## src/rtl/serial_add_sub_pkg.sv

```systemverilog
// Shared types for the bit-serial adder/subtractor: FSM states and mode encodings.
package add_sub_pkg;
  typedef enum logic [1:0] {
    IDLE = 2'd0,
    RUN  = 2'd1,
    DONE = 2'd2
  } state_t;

  localparam logic MODE_ADD = 1'b0;
  localparam logic MODE_SUB = 1'b1;
endpackage

```

## src/rtl/serial_add_sub_if.sv

```systemverilog
// Request/result bundle for serial_add_sub. dout_ovf exists only with SERIAL_ADD_SUB_OVF_EN.
interface serial_add_sub_if #(parameter int WIDTH = 8);
  logic             din_start;
  logic [WIDTH-1:0] din_A;
  logic [WIDTH-1:0] din_B;
  logic             din_cin;
  logic             din_sub;
  logic [WIDTH-1:0] dout_sum;
  logic             dout_carry;
  logic             dout_busy;
  logic             dout_done;
`ifdef SERIAL_ADD_SUB_OVF_EN
  logic             dout_ovf;
`endif

  modport master (
    output din_start, din_A, din_B, din_cin, din_sub,
    input  dout_sum, dout_carry, dout_busy, dout_done
`ifdef SERIAL_ADD_SUB_OVF_EN
    , input dout_ovf
`endif
  );

  modport slave (
    input  din_start, din_A, din_B, din_cin, din_sub,
    output dout_sum, dout_carry, dout_busy, dout_done
`ifdef SERIAL_ADD_SUB_OVF_EN
    , output dout_ovf
`endif
  );
endinterface

```

## src/rtl/serial_add_sub_fa_cell.sv

```systemverilog
// Single-bit full adder shared by every bit cycle of the serial datapath.
module fa_cell (
  input  logic a,
  input  logic b,
  input  logic cin,
  output logic s,
  output logic cout
);
  assign s    = a ^ b ^ cin;
  assign cout = (a & b) | (cin & (a ^ b));
endmodule

```

## src/rtl/serial_add_sub.sv

```systemverilog
// Bit-serial add/subtract, one bit per clock LSB first, WIDTH cycles per operation.
// Optional signed-overflow output enabled by defining SERIAL_ADD_SUB_OVF_EN.
module serial_add_sub
  import add_sub_pkg::*;
#(
  parameter int WIDTH = 8
) (
  input  logic            clk,
  input  logic            rst_n,
  serial_add_sub_if.slave bus
);
  localparam int            CW   = (WIDTH > 1) ? $clog2(WIDTH) : 1;
  localparam logic [CW-1:0] LAST = CW'(WIDTH - 1);

  state_t           st, st_nxt;
  logic             accept, last_bit;
  logic [CW-1:0]    cnt;
  logic [WIDTH-1:0] a_sr, b_sr, sum_sr, sum_q;
  logic             sub_q, carry, carry_q;
  logic             fa_b, fa_s, fa_cout;

  // Subtraction reuses the adder: B is inverted bit by bit as it shifts out.
  assign fa_b = (sub_q == MODE_ADD) ? b_sr[0] : ~b_sr[0];

  fa_cell u_fa (
    .a    (a_sr[0]),
    .b    (fa_b),
    .cin  (carry),
    .s    (fa_s),
    .cout (fa_cout)
  );

  always_comb begin
    st_nxt   = st;
    accept   = 1'b0;
    last_bit = (st == RUN) && (cnt == LAST);
    case (st)
      IDLE: if (bus.din_start) begin
        accept = 1'b1;
        st_nxt = RUN;
      end
      RUN:  if (last_bit) st_nxt = DONE;
      DONE: begin
        if (bus.din_start) begin
          accept = 1'b1;
          st_nxt = RUN;
        end else begin
          st_nxt = IDLE;
        end
      end
      default: st_nxt = IDLE;
    endcase
  end

  always_ff @(posedge clk) begin
    if (!rst_n) st <= IDLE;
    else        st <= st_nxt;
  end

  always_ff @(posedge clk) begin
    if (!rst_n) begin
      cnt     <= '0;
      a_sr    <= '0;
      b_sr    <= '0;
      sum_sr  <= '0;
      sum_q   <= '0;
      sub_q   <= MODE_ADD;
      carry   <= 1'b0;
      carry_q <= 1'b0;
    end else if (accept) begin
      cnt   <= '0;
      a_sr  <= bus.din_A;
      b_sr  <= bus.din_B;
      sub_q <= bus.din_sub;
      // Borrow-in maps to an inverted carry-in for two's-complement subtract.
      carry <= (bus.din_sub == MODE_SUB) ? ~bus.din_cin : bus.din_cin;
    end else if (st == RUN) begin
      cnt    <= cnt + 1'b1;
      a_sr   <= {1'b0, a_sr[WIDTH-1:1]};
      b_sr   <= {1'b0, b_sr[WIDTH-1:1]};
      sum_sr <= {fa_s, sum_sr[WIDTH-1:1]};
      carry  <= fa_cout;
      if (last_bit) begin
        sum_q   <= {fa_s, sum_sr[WIDTH-1:1]};
        carry_q <= fa_cout;
      end
    end
  end

`ifdef SERIAL_ADD_SUB_OVF_EN
  logic ovf_q;

  // On the MSB cycle, the carry register holds the carry into the MSB.
  always_ff @(posedge clk) begin
    if (!rst_n)                         ovf_q <= 1'b0;
    else if (!accept && last_bit)       ovf_q <= carry ^ fa_cout;
  end

  assign bus.dout_ovf = ovf_q;
`endif

  assign bus.dout_sum   = sum_q;
  assign bus.dout_carry = carry_q;
  assign bus.dout_busy  = (st == RUN);
  assign bus.dout_done  = (st == DONE);
endmodule

```

## src/flat_wrapper.sv

```systemverilog
// flat-port wrapper written by rule: the top's interface ports become plain ports
module serial_add_sub_flat import add_sub_pkg::*;
#(
  parameter int WIDTH = 8
)
  (clk, rst_n, bus_din_start, bus_din_A, bus_din_B, bus_din_cin, bus_din_sub, bus_dout_sum, bus_dout_carry, bus_dout_busy, bus_dout_done);
  serial_add_sub_if #(.WIDTH(WIDTH)) bus_i ();
  input  logic clk;
  input  logic rst_n;
  input wire logic [$bits(bus_i.din_start)-1:0] bus_din_start;
  input wire logic [$bits(bus_i.din_A)-1:0] bus_din_A;
  input wire logic [$bits(bus_i.din_B)-1:0] bus_din_B;
  input wire logic [$bits(bus_i.din_cin)-1:0] bus_din_cin;
  input wire logic [$bits(bus_i.din_sub)-1:0] bus_din_sub;
  output wire logic [$bits(bus_i.dout_sum)-1:0] bus_dout_sum;
  output wire logic [$bits(bus_i.dout_carry)-1:0] bus_dout_carry;
  output wire logic [$bits(bus_i.dout_busy)-1:0] bus_dout_busy;
  output wire logic [$bits(bus_i.dout_done)-1:0] bus_dout_done;
  assign bus_i.din_start = bus_din_start;
  assign bus_i.din_A = bus_din_A;
  assign bus_i.din_B = bus_din_B;
  assign bus_i.din_cin = bus_din_cin;
  assign bus_i.din_sub = bus_din_sub;
  assign bus_dout_sum = bus_i.dout_sum;
  assign bus_dout_carry = bus_i.dout_carry;
  assign bus_dout_busy = bus_i.dout_busy;
  assign bus_dout_done = bus_i.dout_done;
  serial_add_sub #(.WIDTH(WIDTH)) u_core (.clk(clk), .rst_n(rst_n), .bus(bus_i));
endmodule
```

## config.mk

```make
export PLATFORM = sky130hd
export DESIGN_NAME = serial_add_sub_flat
export DESIGN_NICKNAME = d
export VERILOG_FILES = /design/src/rtl/serial_add_sub_pkg.sv /design/src/rtl/serial_add_sub_if.sv /design/src/rtl/serial_add_sub_fa_cell.sv /design/src/rtl/serial_add_sub.sv /design/src/flat_wrapper.sv
export SDC_FILE = /design/constraint.sdc
export NUM_CORES = 1
export LEC_CHECK = 0
export BUFFER_PORTS_ARGS = -buffer_cell sky130_fd_sc_hd__buf_2
export CAP_MARGIN = 20
export CORE_MARGIN = 2
export CORE_UTILIZATION = 42
export CTS_BUF_LIST = sky130_fd_sc_hd__clkbuf_8 sky130_fd_sc_hd__clkbuf_16
export CTS_CLUSTER_SIZE = 25
export DETAILED_ROUTE_END_ITERATION = 7
export PLACE_DENSITY = 0.59
export RECOVER_POWER = 25
export SETUP_SLACK_MARGIN = 0.2
export SYNTH_ARGS = -nofsm -noshare
export SYNTH_HDL_FRONTEND = slang
export SYNTH_SLANG_ARGS = --single-unit
```

## constraint.sdc

```tcl
create_clock -name clk -period 3.34 [get_ports clk]
set_input_delay 0.167 -clock clk [delete_from_list [all_inputs] [get_ports clk]]
set_output_delay 0.167 -clock clk [all_outputs]
set_load 0.05 [all_outputs]
```

==> impl_metrics.py <==
metrics = {
    "run_status": {
        "status": "finished, final reports clean",
    },
    "finish": {
        "area_growth_syn_to_layout_pct": 12.14,
        "final_net_count": 228,
        "most-common-layout-cells": "39 x sky130_fd_sc_hd__dfxtp_1, 38 x sky130_fd_sc_hd__nand2_1, 21 x sky130_fd_sc_hd__buf_2, 16 x sky130_fd_sc_hd__nand3_1",
        "layout-drive-gt1-share_pct": 15.12,
        "num_antenna_cells": 0,
        "mostFrequentLayoutCell": "sky130_fd_sc_hd__dfxtp_1",
    },
    "sta": {
        "grt_setup_unrepaired": "false",
        "setup_total_negative_slack_ns": 0,
        "timing.final.hold_violations": 0,
        "fmax_mhz": 563.6,
        "slew_headroom_pct": 51.07,
        "finClkSkew_ns": 0.006005,
        "timing.final.setup_violations": 0,
        "finalHoldWorstSlack_ns": 0.1093,
        "min_period_over_period_pct": 53.12,
        "worstMarginPinSlew_ns": 0.7340,
        "post-route-min-period_ns": 1.774,
        "slew_violations": 0,
    },
    "floorplanning": {
        "starting_density_of_the_core_pct": 44.38,
        "ios": 32,
        "core_region_area_sq_um": 3716,
        "fp.dieW_um": 66.66,
        "dieHeight_um": 66.66,
        "num_rows": 22,
        "die_area_sq_um": 4444,
    },
    "clock_network": {
        "cts_buffers": 5,
        "cts_max_path_buffers": 2,
        "cts.clk_slew.worst_paths_ns": 0.07,
        "number_of_cells_upsized_or_downsized_after_cts": 0,
        "worstSkewPairLatency_ns": 0.30,
        "htree_levels": 2,
        "cts_tree": "built",
        "total_clock_sinks": 39,
        "post_cts_setup_driven_buffer_insertion_count": 0,
        "cts.root.buffer_cell": "sky130_fd_sc_hd__clkbuf_8",
        "holdBufCountCts": 0,
    },
    "yosys": {
        "yosys_warns": 0,
        "yosys_reg_bits": 39,
        "syn_area_per_cell_sq_um": 9.265,
        "ys_seq_area_share_pct": 47.34,
        "netlist-cell-type-count": 28,
        "post_synth_inst_count": 178,
        "netlist_area_sq_um": 1649,
        "postSynthNetCount": 202,
        "yosys.area.top_type": "sky130_fd_sc_hd__dfxtp_1",
        "synth_top_area_cells": "sky130_fd_sc_hd__dfxtp_1 47%, sky130_fd_sc_hd__nand2_1 8.6%, sky130_fd_sc_hd__a21boi_1 7.3%",
        "synthDominantCellAreaShare_pct": 47.34,
    },
    "drt": {
        "routed_wl_mm": 3.230,
        "post_detailed_route_wirelength_per_cell_um": 12.77,
        "dr_total_vias": 1318,
        "first_iter_violations": 71,
        "drtPass1Iterations": 4,
        "final_ant_viol_nets": 0,
        "vias_per_cell": 5.209,
        "post-route-drc-count": 0,
    },
    "worst_setup_path": {
        "timing.setup.critical_path_class": "reg -> out",
        "startpoint": "u_core.st[0]$_SDFFE_PN0P_",
        "critical_path_peak_fanout": 27,
        "critical_path.reg2reg.startpoint": "u_core.st[1]$_SDFFE_PN0P_",
        "r2r_slack_ns": 1.79,
        "setup.worst_path.start_class": "register",
        "rr_worst_depth": 4,
        "cp-end-kind": "output pin",
        "cp.arrival_ns": 1.61,
        "worstPathRequired_ns": 3.17,
        "r2r_end": "u_core.carry$_SDFFE_PN0P_",
    },
    "hold_path": {
        "type_of_the_worst_min_delay_path": "in -> reg",
        "worstHoldPathCells": 3,
        "worstHoldEndpoint": "u_core.a_sr[7]$_SDFFE_PN0P_",
        "min_from": "bus_din_A[7]",
    },
    "power_and_ir_drop": {
        "power.clock.fraction_pct": 33.5,
        "cellInternalPower_w": 0.0006645,
        "total_leakage_power_nw": 0.7189,
        "power_frac_comb_pct": 11.0,
        "p_switching_w": 0.0002290,
        "max-vdd-ir-drop_mv": 0.2367,
        "power_per_cell_area_nw_per_um2": 483.2,
        "power.share.switching_pct": 25.63,
        "seq_power_share_pct": 55.4,
    },
    "placed_design": {
        "gp_congestion": 0.6640,
        "portBuffers": 31,
        "half_perimeter_wire_length_after_detailed_placement_mm": 2.170,
    },
    "global_routing": {
        "total_congestion_overflow_after_global_routing": 0,
        "largest_net_degree_at_the_start_of_global_routing": 38,
        "antenna_found_initial": 0,
        "vias_in_the_first_global_route": 1200,
        "grt.total_usage_pct": 16.64,
        "global_route_wire_length_before_repair_mm": 5.402,
    },
    "run": {
        "max_cap_viol_count": 0,
    },
}
==> cells by family (layout without fill, tap and decap cells) <==
| group | after synthesis | count (layout) | synth area share (%) |
|---|---|---|---|
| flops | 39 | 39 | 47.34 |
| simple gates | 64 | 64 | 17.60 |
| compound gates | 52 | 52 | 23.60 |
| xor+xnor | 3 | 3 | 1.594 |
| fa+ha+maj | 3 | 3 | 2.731 |
| buf+inv | 17 | 44 | 7.131 |
==> power by group through the flow <==
stage                     clock [W]  combinational [W]  sequential (W)
final                      0.000300          0.0000986        0.000495
after global routing       0.000336           0.000112        0.000498
after CTS                  0.000311           0.000101        0.000495
after detailed placement          0           0.000100        0.000506
after global placement            0          0.0000978        0.000505
after floorplan                   0          0.0000817        0.000503
==> worst max-delay path, cell delays in order, from the launching register on <==
cell                       delay (ns)
sky130_fd_sc_hd__dfxtp_1         0.41
sky130_fd_sc_hd__nand2b_1        0.32
sky130_fd_sc_hd__inv_8           0.28
sky130_fd_sc_hd__buf_2           0.30
==> through the flow <==
| step | utilization (%) | cell area, sq um | instances | total power, W | setup WS (ns) |
|---|---|---|---|---|---|
| 6_report | 49.76 | 1849 | 253 | 0.0008935 | 1.566 |
| 3_3_place_gp | 47.91 | 1780 | 245 | 0.0006028 | 1.858 |
| 4_1_cts | 50.10 | 1862 | 253 | 0.0009065 | 1.552 |
| 5_1_grt | 49.76 | 1849 | 253 | 0.0009460 | 1.441 |
| 2_1_floorplan | - | 1649 | 178 | 0.0005843 | 2.008 |
| 3_5_place_dp | 47.91 | 1780 | 245 | 0.0006058 | 1.806 |
==> synth_stat cells, drive strengths merged <==
cell and instances:
a21boi 30, a21oi 2, a22oi 14, and2 2, and3b 1, buf 10, clkbuf 4, dfxtp 39
fa 1, ha 2, inv 3, nand2 38, nand2b 2, nand3 16, nand3b 1, nor2 1
nor2b 2, nor3 1, o211a 3, o21a 1, o21ai 1, o22ai 1, xnor2 3
==> sequential cells by signal, indices dropped and copies added, names as in the netlist <==
| signal | flops |
|---|---|
| u_core.a_sr | 8 |
| u_core.b_sr | 8 |
| u_core.bus.dout_carry | 1 |
| u_core.bus.dout_sum | 8 |
| u_core.carry | 1 |
| u_core.cnt | 3 |
| u_core.st | 2 |
| u_core.sub_q | 1 |
| u_core.sum_sr | 7 |
==> routing by layer <==
layer  vias up  part of all wire, %  GRT usage, %  wire length (um)
li1        667                    -             -                 -
met1       618                   45         20.27              1457
met2        27                   47         26.00              1523
met3         6                  6.1         6.588               196
met4         0                  1.6         6.888                52
met5         -                    0             0                 0
==> area by class of cell <==
class,count,area (sq um)
fill,382,1867
tap,48,60.06
clock inverter,3,12.51
clock buffer,5,68.82
timing repair buffer,33,157.7
inverter,3,18.77
multi-input combinational,122,750.7
sequential,39,780.7
==> worst max path at each step <==
stage / to / slack [ns] / cells after the start
2_1_floorplan: u_core.bus.dout_carry$_SDFFE_PN0P_ / 2.01 / 5
3_3_place_gp: u_core.carry$_SDFFE_PN0P_ / 1.86 / 4
3_5_place_dp: u_core.carry$_SDFFE_PN0P_ / 1.81 / 4
4_1_cts: bus_dout_busy / 1.55 / 3
5_1_grt: bus_dout_busy / 1.44 / 3
6_report: bus_dout_busy / 1.57 / 3
Note: power is estimated with default switching activity, not from simulation.
